### src/rtl/mem_access_unit.sv
`default_nettype none
// ============================================================================
// Module      : mem_access_unit
// Description : Byte/halfword/word load-store front end for a single-port RAM,
//               with big-endian lanes and read-modify-write for sub-word stores.
// Revision    : 1.0 - initial release
// ============================================================================
module mem_access_unit #(
    parameter int DATA_WIDTH   = 32,
    parameter int ADDR_WIDTH   = 10,
    parameter int READ_LATENCY = 1
) (
    input  logic                  clka,
    input  logic                  rsta,
    input  logic                  req_valid,
    output logic                  req_ready,
    input  logic                  req_we,
    input  logic [1:0]            req_size,
    input  logic                  req_unsigned,
    input  logic [ADDR_WIDTH+1:0] req_addr,
    input  logic [DATA_WIDTH-1:0] req_wdata,
    output logic                  rsp_valid,
    input  logic                  rsp_ready,
    output logic [DATA_WIDTH-1:0] rsp_rdata,
    output logic                  rsp_err,
    output logic [ADDR_WIDTH-1:0] ram_addr,
    output logic [DATA_WIDTH-1:0] ram_din,
    output logic                  ram_we,
    output logic                  ram_regce,
    input  logic [DATA_WIDTH-1:0] ram_dout
);

    localparam logic [1:0] c_ST_IDLE = 2'd0;
    localparam logic [1:0] c_ST_RD   = 2'd1;
    localparam logic [1:0] c_ST_WR   = 2'd2;
    localparam logic [1:0] c_ST_RSP  = 2'd3;
    localparam int         c_CNT_W   = (READ_LATENCY > 1) ? $clog2(READ_LATENCY + 1) : 1;

    logic [1:0]            r_state, w_state;
    logic [c_CNT_W-1:0]    r_cnt, w_cnt;
    logic                  r_we, w_we;
    logic [1:0]            r_size, w_size;
    logic                  r_uns, w_uns;
    logic [1:0]            r_off, w_off;
    logic [15:0]           r_wdata, w_wdata;

    logic                  w_req_ready, w_rsp_valid, w_rsp_err, w_ram_we, w_ram_regce;
    logic [DATA_WIDTH-1:0] w_rsp_rdata, w_ram_din;
    logic [ADDR_WIDTH-1:0] w_ram_addr;

    logic                  w_misaligned;
    logic [7:0]            w_byte;
    logic [15:0]           w_half;
    logic [DATA_WIDTH-1:0] w_load_data, w_merged;

    assign w_misaligned = (req_size == 2'b11) ||
                          (req_size == 2'b01 && req_addr[0]) ||
                          (req_size == 2'b10 && req_addr[1:0] != 2'b00);

    // Lane extraction for loads and lane replacement for sub-word stores
    always_comb begin
        case (r_off)
            2'd0:    w_byte = ram_dout[31:24];
            2'd1:    w_byte = ram_dout[23:16];
            2'd2:    w_byte = ram_dout[15:8];
            default: w_byte = ram_dout[7:0];
        endcase
        w_half = r_off[1] ? ram_dout[15:0] : ram_dout[31:16];

        if (r_size == 2'b00)
            w_load_data = {{(DATA_WIDTH-8){w_byte[7] & ~r_uns}}, w_byte};
        else if (r_size == 2'b01)
            w_load_data = {{(DATA_WIDTH-16){w_half[15] & ~r_uns}}, w_half};
        else
            w_load_data = ram_dout;

        w_merged = ram_dout;
        if (r_size == 2'b00) begin
            case (r_off)
                2'd0:    w_merged[31:24] = r_wdata[7:0];
                2'd1:    w_merged[23:16] = r_wdata[7:0];
                2'd2:    w_merged[15:8]  = r_wdata[7:0];
                default: w_merged[7:0]   = r_wdata[7:0];
            endcase
        end else if (r_off[1]) begin
            w_merged[15:0] = r_wdata;
        end else begin
            w_merged[31:16] = r_wdata;
        end
    end

    always_comb begin
        w_state     = r_state;
        w_cnt       = r_cnt;
        w_we        = r_we;
        w_size      = r_size;
        w_uns       = r_uns;
        w_off       = r_off;
        w_wdata     = r_wdata;
        w_req_ready = 1'b0;
        w_rsp_valid = rsp_valid;
        w_rsp_rdata = rsp_rdata;
        w_rsp_err   = rsp_err;
        w_ram_addr  = ram_addr;
        w_ram_din   = ram_din;
        w_ram_we    = 1'b0;
        w_ram_regce = 1'b0;

        case (r_state)
            c_ST_IDLE: begin
                w_req_ready = 1'b1;
                if (req_valid && req_ready) begin
                    w_req_ready = 1'b0;
                    w_we        = req_we;
                    w_size      = req_size;
                    w_uns       = req_unsigned;
                    w_off       = req_addr[1:0];
                    w_wdata     = req_wdata[15:0];
                    if (w_misaligned) begin
                        w_state     = c_ST_RSP;
                        w_rsp_valid = 1'b1;
                        w_rsp_err   = 1'b1;
                        w_rsp_rdata = '0;
                    end else if (req_we && req_size == 2'b10) begin
                        w_ram_addr = req_addr[ADDR_WIDTH+1:2];
                        w_ram_din  = req_wdata;
                        w_ram_we   = 1'b1;
                        w_state    = c_ST_WR;
                    end else begin
                        w_ram_addr  = req_addr[ADDR_WIDTH+1:2];
                        w_ram_regce = 1'b1;
                        w_cnt       = c_CNT_W'(READ_LATENCY);
                        w_state     = c_ST_RD;
                    end
                end
            end
            c_ST_RD: begin
                if (r_cnt == c_CNT_W'(1)) begin
                    w_cnt = '0;
                    if (r_we) begin
                        w_ram_din = w_merged;
                        w_ram_we  = 1'b1;
                        w_state   = c_ST_WR;
                    end else begin
                        w_rsp_rdata = w_load_data;
                        w_rsp_err   = 1'b0;
                        w_rsp_valid = 1'b1;
                        w_state     = c_ST_RSP;
                    end
                end else begin
                    w_cnt       = r_cnt - 1'b1;
                    w_ram_regce = 1'b1;
                end
            end
            c_ST_WR: begin
                w_rsp_valid = 1'b1;
                w_rsp_err   = 1'b0;
                w_rsp_rdata = '0;
                w_state     = c_ST_RSP;
            end
            default: begin
                if (rsp_ready) begin
                    w_rsp_valid = 1'b0;
                    w_req_ready = 1'b1;
                    w_state     = c_ST_IDLE;
                end
            end
        endcase
    end

    always_ff @(posedge clka or posedge rsta) begin
        if (rsta) begin
            r_state   <= c_ST_IDLE;
            r_cnt     <= '0;
            r_we      <= 1'b0;
            r_size    <= 2'b00;
            r_uns     <= 1'b0;
            r_off     <= 2'b00;
            r_wdata   <= '0;
            req_ready <= 1'b0;
            rsp_valid <= 1'b0;
            rsp_rdata <= '0;
            rsp_err   <= 1'b0;
            ram_addr  <= '0;
            ram_din   <= '0;
            ram_we    <= 1'b0;
            ram_regce <= 1'b0;
        end else begin
            r_state   <= w_state;
            r_cnt     <= w_cnt;
            r_we      <= w_we;
            r_size    <= w_size;
            r_uns     <= w_uns;
            r_off     <= w_off;
            r_wdata   <= w_wdata;
            req_ready <= w_req_ready;
            rsp_valid <= w_rsp_valid;
            rsp_rdata <= w_rsp_rdata;
            rsp_err   <= w_rsp_err;
            ram_addr  <= w_ram_addr;
            ram_din   <= w_ram_din;
            ram_we    <= w_ram_we;
            ram_regce <= w_ram_regce;
        end
    end

endmodule
`default_nettype wire

### config.mk
export PLATFORM = sky130hd
export DESIGN_NAME = mem_access_unit
export DESIGN_NICKNAME = d
export VERILOG_FILES = /design/src/rtl/mem_access_unit.sv
export SDC_FILE = /design/constraint.sdc
export NUM_CORES = 1
export LEC_CHECK = 0
export ABC_AREA = 1
export CAP_MARGIN = 20
export CORE_MARGIN = 1
export CORE_UTILIZATION = 54
export DETAILED_ROUTE_END_ITERATION = 10
export MAX_ROUTING_LAYER = met4
export PLACE_DENSITY_LB_ADDON = 0.3
export SLEW_MARGIN = 20
export SYNTH_ARGS = -nofsm -noshare
export SYNTH_HDL_FRONTEND = slang
export SYNTH_SLANG_ARGS = --single-unit
### constraint.sdc
create_clock -name clka -period 7.9 [get_ports clka]
set_clock_uncertainty 0.2 [all_clocks]
set_input_delay 1.185 -clock clka [delete_from_list [all_inputs] [get_ports clka]]
set_output_delay 1.185 -clock clka [all_outputs]
set_load 0.005 [all_outputs]
## Word level (Yosys, flattened, before mapping)

Index checks and enable logic that the tools add are counted.

- Bitwise operators: 4
- $add $sub $neg: 1
- Reduce and logical (&&, ||, !) cells: 22
- Muxes and demuxes: 57
- Equal/unequal tests: 16

Operator list:

| kind | count |
|---|---|
| $mux W32 | 12 |
| $pmux W32 S3 | 1 |
| $pmux W32 S2 | 1 |
| $mux W16 | 3 |
| $mux W8 | 4 |
| $pmux W8 S3 | 1 |
| $mux W1 | 23 |
| $ne A2 B2 Y1 const B | 8 |
| $mux W2 | 5 |
| $reduce_and A5 Y1 | 2 |
| $eq A2 B1 Y1 const B | 4 |
| $eq A2 B2 Y1 const B | 4 |
| $pmux W1 S2 | 4 |
| $logic_not A2 Y1 | 3 |
| $pmux W1 S3 | 2 |
| $pmux W2 S3 | 1 |
| $reduce_and A3 Y1 | 2 |
| $reduce_and A6 Y1 | 1 |
| $logic_and A1 B1 Y1 | 4 |
| $reduce_and A4 Y1 | 1 |
| $reduce_bool A2 Y1 | 2 |
| $reduce_bool A4 Y1 | 1 |
| $reduce_bool A3 Y1 | 1 |
| $reduce_or A3 Y1 | 1 |
| other kinds (6) | 9 |

- Word-level logic and storage cells: 115
- Output and inout bits: 79
- Register bits after elaboration: 104

## Logic depth before layout (Yosys ltp)

- Word-level depth: 7
- Gate-level depth with buffers: 11
- Mapped depth without buffers: 9

## Worst setup path before layout

No wires, ideal clock.

- Path kind: input to register
- Start: input port req_addr[1]
- End: register rsp_rdata[10]
- Arrival time: 2.096 ns
- Path buffers: 1
- Path slack: 5.538 ns
- Library setup time: 0.066 ns
- Stages on the path: 8
- Data required time: 7.634 ns
- Cell sequence: nor2_1 nand2_1 nand2_1 nand2_1 nand2_2 buf_1 nand2_1 nand2_1

- Longest elaborated chain between the ends: 5

Ends and longest elaborated chain:

| what | RTL line | RTL |
|---|---|---|
| start, declared | 20 | `input logic [ADDR_WIDTH+1:0] req_addr,` |
| $reduce_bool A2 Y1 | 58 | `(req_size == 2'b10 && req_addr[1:0] != 2'b00);` |
| $logic_and A1 B1 Y1 | 58 |  |
| $logic_or A1 B1 Y1 | 57 | `(req_size == 2'b01 && req_addr[0]) \|\|` |
| $ne A2 B2 Y1 (no source line) | -- |  |
| $reduce_and A5 Y1 (no source line) | -- |  |
| end signal, assigned | 198 | `rsp_rdata <= w_rsp_rdata;` |
| end, declared | 24 | `output logic [DATA_WIDTH-1:0] rsp_rdata,` |

Every way passes these cells.
A chain may end at the register's enable or synchronous reset.

## Worst setup path in the final report

- Start: input port req_size[1]
- End: register rsp_rdata[5]

- Longest elaborated chain between the ends: 6

Ends and longest elaborated chain:

| what | RTL line | RTL |
|---|---|---|
| start, declared | 18 | `input logic [1:0] req_size,` |
| $eq A2 B1 Y1 | 57 |  |
| $logic_and A1 B1 Y1 | 57 |  |
| $logic_or A1 B1 Y1 | 56 | `assign w_misaligned = (req_size == 2'b11) \|\|` |
| $logic_or A1 B1 Y1 (*) | 57 |  |
| $ne A2 B2 Y1 (no source line) (*) | -- |  |
| $reduce_and A5 Y1 (no source line) (*) | -- |  |

Mark *: on every way between the ends. The rest lies on a longest branch, timed or not.

==> flow_results.org <==
** Pwr
- Clock power share :: 0.141
- IR analysis of the VDD net gives a maximum drop of 251 uV.
- The internal power of the cells totals 0.00182 W.
- Of the total power, registers draw 0.289.
- Of the total power, combinational logic draws 0.570.
- Switching power share of the total :: 0.455
- Summed over all nets, the switching power comes to 0.00152 W.
- For this design the static power due to leakage is 4.28 nW.
- PD cells :: 402 nW/um2

** Flow run
- Number of max-cap violations :: 0

** Clock network
- Clock tree from TritonCTS :: built
- Number of buffers inserted to repair setup after CTS :: 0
- The H-tree generated during clock tree synthesis spans 3 levels.
- Num Clock Sinks :: 104
- Clock-pin slew was measured on the worst setup and hold paths at 0.07 ns.
- Clock latency reported for the late side of the worst-skew pair :: 0.35 ns
- Count of cells resized by post-cts repair :: 0
- The cell sitting at the root of the clock tree is a sky130_fd_sc_hd__clkbuf_16.
- Buffers inserted to repair hold after CTS numbered 0.
- CTS Buf Count :: 9
- The clock passes through at most 2 buffers.

** STA
- Derived from the worst setup path, the maximum achievable clock frequency is 300 MHz.
- Final worst slack :: 4.56 ns
- Setup violations remaining at the end of the flow were counted as 0.
- Aggregate negative setup slack :: 0 ns
- RSZ-0062 raised after global routing :: false
- Post-route worst hold slack :: 0.269 ns
- Post-route clock period utilization :: 0.422
- The max-slew violation count came to 0.
- Hold Fails Final Rpt :: 0
- In this run the tightest slew margin relative to its limit is 0.459.
- Final critical path time including I/O delays and setup :: 3.34 ns
- Slew @ Worst Pin :: 0.810 ns

** Yosys
- Number of enable-type register cells in the synthesized netlist :: 0
- Counting flops and latches in the post-synthesis netlist gives 104.
- Share of the yosys chip area belonging to registers :: 0.410
- Synthesized netlist cell count :: 987
- Synth warn :: 0
- Dominant synthesized flop cell :: sky130_fd_sc_hd__dfrtp_1
- Each instance of the synthesized netlist takes up on average 6.42 um2.
- Summing every instance area after synthesis gives 6340 um2.
- Distinct cell type count of the synthesized netlist :: 27
- Net count of the mapped netlist :: 1075
- Ys async rst share :: 1.00

** Finish
- The final layout contains 1206 nets.
- Multi-input gate area :: 3370 um2
- Register area :: 2600 um2
- Fraction of final layout cells sized beyond drive strength 1 :: 0.0427
- Once layout is complete, the utilization of the core stands at 0.726.
- Area growth, synth to finish :: 30.7%
- The layout has 975 filler cells.
- The repair_antennas step left the layout with diodes totalling 0.

** Global route
- For this run the aggregate overflow at the end of global routing stands at 0.
- Entering global routing, the biggest net connects 64 pins.
- In the global route stage, met2 resource usage came out at 0.511.
- For met3 alone, demand over resource in global routing was 0.0370.
- Met1 layer usage reported by global route :: 0.475
- The first global-routing pass estimated 31.0 mm of wire.
- The number of global-route vias before repair is 6223.
- Number of antenna violations at the first check in global routing :: 0
- In this run the most used layer during global routing was met2.
- Aggregate global-route resource usage :: 0.342

** Status
- The flow ran to the end, and the final reports show no timing, DRC or antenna violations.

** Floorplanning
- The initialized floorplan defines 39 standard-cell rows.
- The floorplan step defined a die boundary enclosing 12200 um2.
- Die H :: 110 um
- The core region is 11400 um2.
- Die extent in x :: 110 um
- 163 I/O pins were placed.
- The initial utilization of the core area, before any placement, comes to 0.555.

** Routing
- Detailed-route via count :: 6983
- Wire length reported by the detailed router :: 19.3 mm
- For this run, the detailed router's first-pass iteration total came to 6.
- Wire length per cell :: 15.3 um
- The detail route stage leaves a number of antenna-violating nets equal to 0.
- Via-to-Cell Ratio :: 5.52
- For this run, design rule violations remaining after detail routing come to 0.
- For this block, the initial DRC count from the detailed router was 879.

** Worst setup path
- STA puts the critical path data arrival time at 3.42 ns.
- In this run the worst path has a maximum fanout of 35.
- In this run the worst setup path begins at req_size[1].
- Endpoint kind of the worst setup timing path :: flip-flop
- At the worst endpoint, the required time is 7.98 ns.
- In this design, the largest share of critical-path delay is due to simple AND/OR/NAND/NOR gates.
- Kind of critical path :: input port to flip-flop
- Cell with the largest stage delay on the worst path :: sky130_fd_sc_hd__clkdlybuf4s50_1
- Slack of the worst reg-to-reg path :: 4.90 ns
- The largest single stage delay on the critical path is 0.53 ns.
- Count of buffering cells on the critical path with inverters included :: 2
- The critical path goes through clkdlybuf4s50_1 > inv_1 > nand2_1 > nand2_1 > nand2_1 > nand2_2 > nor2_2 > nand3_1 > nand2_1.
- Library cell appearing most often on the critical path :: sky130_fd_sc_hd__nand2_1
- The startpoint identified for the worst register-to-register timing path is r_state[1].
- The worst setup path is launched from an input port.

** Place
- Number of port buffers :: 162
- Final HPWL DP :: 13.4 mm
- At the end of routability-driven placement, the weighted congestion stood at 0.915.
- Worst slack at placement :: 4.23 ns

** Hold path
- Hold Startpoint :: ram_addr[9]
- In this run the worst hold path is classified as flip-flop to flip-flop.
## synth_stat cells, types with 2 or more instances
| master | count | share of area |
|---|---|---|
| sky130_fd_sc_hd__buf_1 | 4 | 0.0024 |
| sky130_fd_sc_hd__buf_2 | 19 | 0.015 |
| sky130_fd_sc_hd__buf_6 | 3 | 0.0053 |
| sky130_fd_sc_hd__clkbuf_1 | 23 | 0.014 |
| sky130_fd_sc_hd__dfrtp_1 | 104 | 0.41 |
| sky130_fd_sc_hd__ha_1 | 4 | 0.0079 |
| sky130_fd_sc_hd__inv_1 | 32 | 0.019 |
| sky130_fd_sc_hd__inv_2 | 7 | 0.0041 |
| sky130_fd_sc_hd__nand2_1 | 562 | 0.33 |
| sky130_fd_sc_hd__nand3_1 | 135 | 0.11 |
| sky130_fd_sc_hd__nand3b_1 | 8 | 0.0095 |
| sky130_fd_sc_hd__nand4_1 | 2 | 0.0020 |
| sky130_fd_sc_hd__nor2_1 | 36 | 0.021 |
| sky130_fd_sc_hd__nor2_2 | 6 | 0.0059 |
| sky130_fd_sc_hd__nor2_4 | 3 | 0.0053 |
| sky130_fd_sc_hd__o21ai_0 | 27 | 0.021 |
| sky130_fd_sc_hd__o21ai_1 | 2 | 0.0016 |
## cell usage in the layout (no fill, tap or decap)
cell type                         netlist  final
sky130_fd_sc_hd__nor2_2                 6      8
sky130_fd_sc_hd__inv_2                  7      7
sky130_fd_sc_hd__nor2_1                36     34
sky130_fd_sc_hd__o21ai_0               27     27
sky130_fd_sc_hd__inv_6                  0      1
sky130_fd_sc_hd__o22ai_1                1      1
sky130_fd_sc_hd__nand4_1                2      2
sky130_fd_sc_hd__ha_1                   4      4
sky130_fd_sc_hd__nor2_4                 3      3
sky130_fd_sc_hd__nand3_2                1      1
sky130_fd_sc_hd__o21ai_2                1      1
sky130_fd_sc_hd__bufinv_16              0      1
sky130_fd_sc_hd__inv_4                  0      1
sky130_fd_sc_hd__nand2_2                1      1
sky130_fd_sc_hd__nand2_1              562    562
sky130_fd_sc_hd__nand3_4                1      1
sky130_fd_sc_hd__nor2_8                 1      1
sky130_fd_sc_hd__a21oi_1                1      1
sky130_fd_sc_hd__clkbuf_16              0      9
sky130_fd_sc_hd__nand3b_1               8      8
sky130_fd_sc_hd__clkbuf_8               0      2
sky130_fd_sc_hd__buf_4                  0      7
sky130_fd_sc_hd__inv_8                  0      1
sky130_fd_sc_hd__nand3_1              135    135
sky130_fd_sc_hd__o21a_1                 1      1
sky130_fd_sc_hd__inv_1                 32     31
sky130_fd_sc_hd__clkdlybuf4s50_1        0    162
sky130_fd_sc_hd__o211a_1                1      1
sky130_fd_sc_hd__dfrtp_1              104    104
sky130_fd_sc_hd__clkinvlp_4             0      1
sky130_fd_sc_hd__nand2_4                1      1
sky130_fd_sc_hd__clkinv_2               0      1
sky130_fd_sc_hd__o21ai_1                2      2
## path summary, 6_finish.rpt
kind | cells after the start | endpoint
worst min-delay path | 2 | ram_addr[9]
worst max-delay path | 9 | rsp_rdata[5]
min in group asynchronous | 2 | ram_din[25]
max in group asynchronous | 3 | r_size[1]
worst min register to register | 2 | ram_addr[9]
worst max register to register | 10 | ram_din[5]
## state kept, by name (all words and copies together), names as in the netlist, 2 cells and up
| name | flops |
|---|---|
| rsp_rdata | 32 |
| ram_din | 32 |
| ram_addr | 10 |
| r_size | 2 |
| r_wdata | 16 |
| r_off | 2 |
| r_state | 2 |
## worst min-delay path, stage by stage (launching register included)
cell	delay, ns
sky130_fd_sc_hd__dfrtp_1	0.34
sky130_fd_sc_hd__nand2_1	0.05
sky130_fd_sc_hd__nand2_1	0.04
## per-layer routing
layer	share of wire	vias up
li1	-	3356
met4	0.035	0
met1	0.43	3170
met5	0	-
met2	0.44	393
met3	0.096	64
## power groups by stage
stage / combinational [W] / sequential [W] / clock (W)
6_report: 0.00190 / 0.000963 / 0.000470
2_1_floorplan: 0.00119 / 0.000945 / 0
5_1_grt: 0.00213 / 0.000989 / 0.000493
4_1_cts: 0.00188 / 0.000959 / 0.000473
3_5_place_dp: 0.00186 / 0.000961 / 0
3_3_place_gp: 0.00182 / 0.000963 / 0
## stage by stage
stage / instance area (um2) / instances / power (W)
2_1_floorplan: 6340 / 987 / 0.00214
3_3_place_gp: 7970 / 1250 / 0.00278
3_5_place_dp: 7970 / 1250 / 0.00282
4_1_cts: 8290 / 1266 / 0.00331
5_1_grt: 8290 / 1266 / 0.00361
6_report: 8290 / 1266 / 0.00333
## cell families after synthesis
group	count (synthesis)	synth area share
buffers and inverters	88	0.0594
flip-flops	104	0.410
adder cells (fa/ha/maj)	4	0.00789
AND/OR/NAND/NOR	757	0.493
AO/OA/AOI/OAI	34	0.0288
## layout make-up
cell class | instances | area share
inverters | 39 | 0.0180
flip-flops and latches | 104 | 0.314
clock buffers | 11 | 0.0305
clock inverters | 5 | 0.00755
multi-input cells | 795 | 0.406
repair buffers | 169 | 0.202
well taps | 143 | 0.0216
Note: power is estimated with default switching activity, not from simulation.
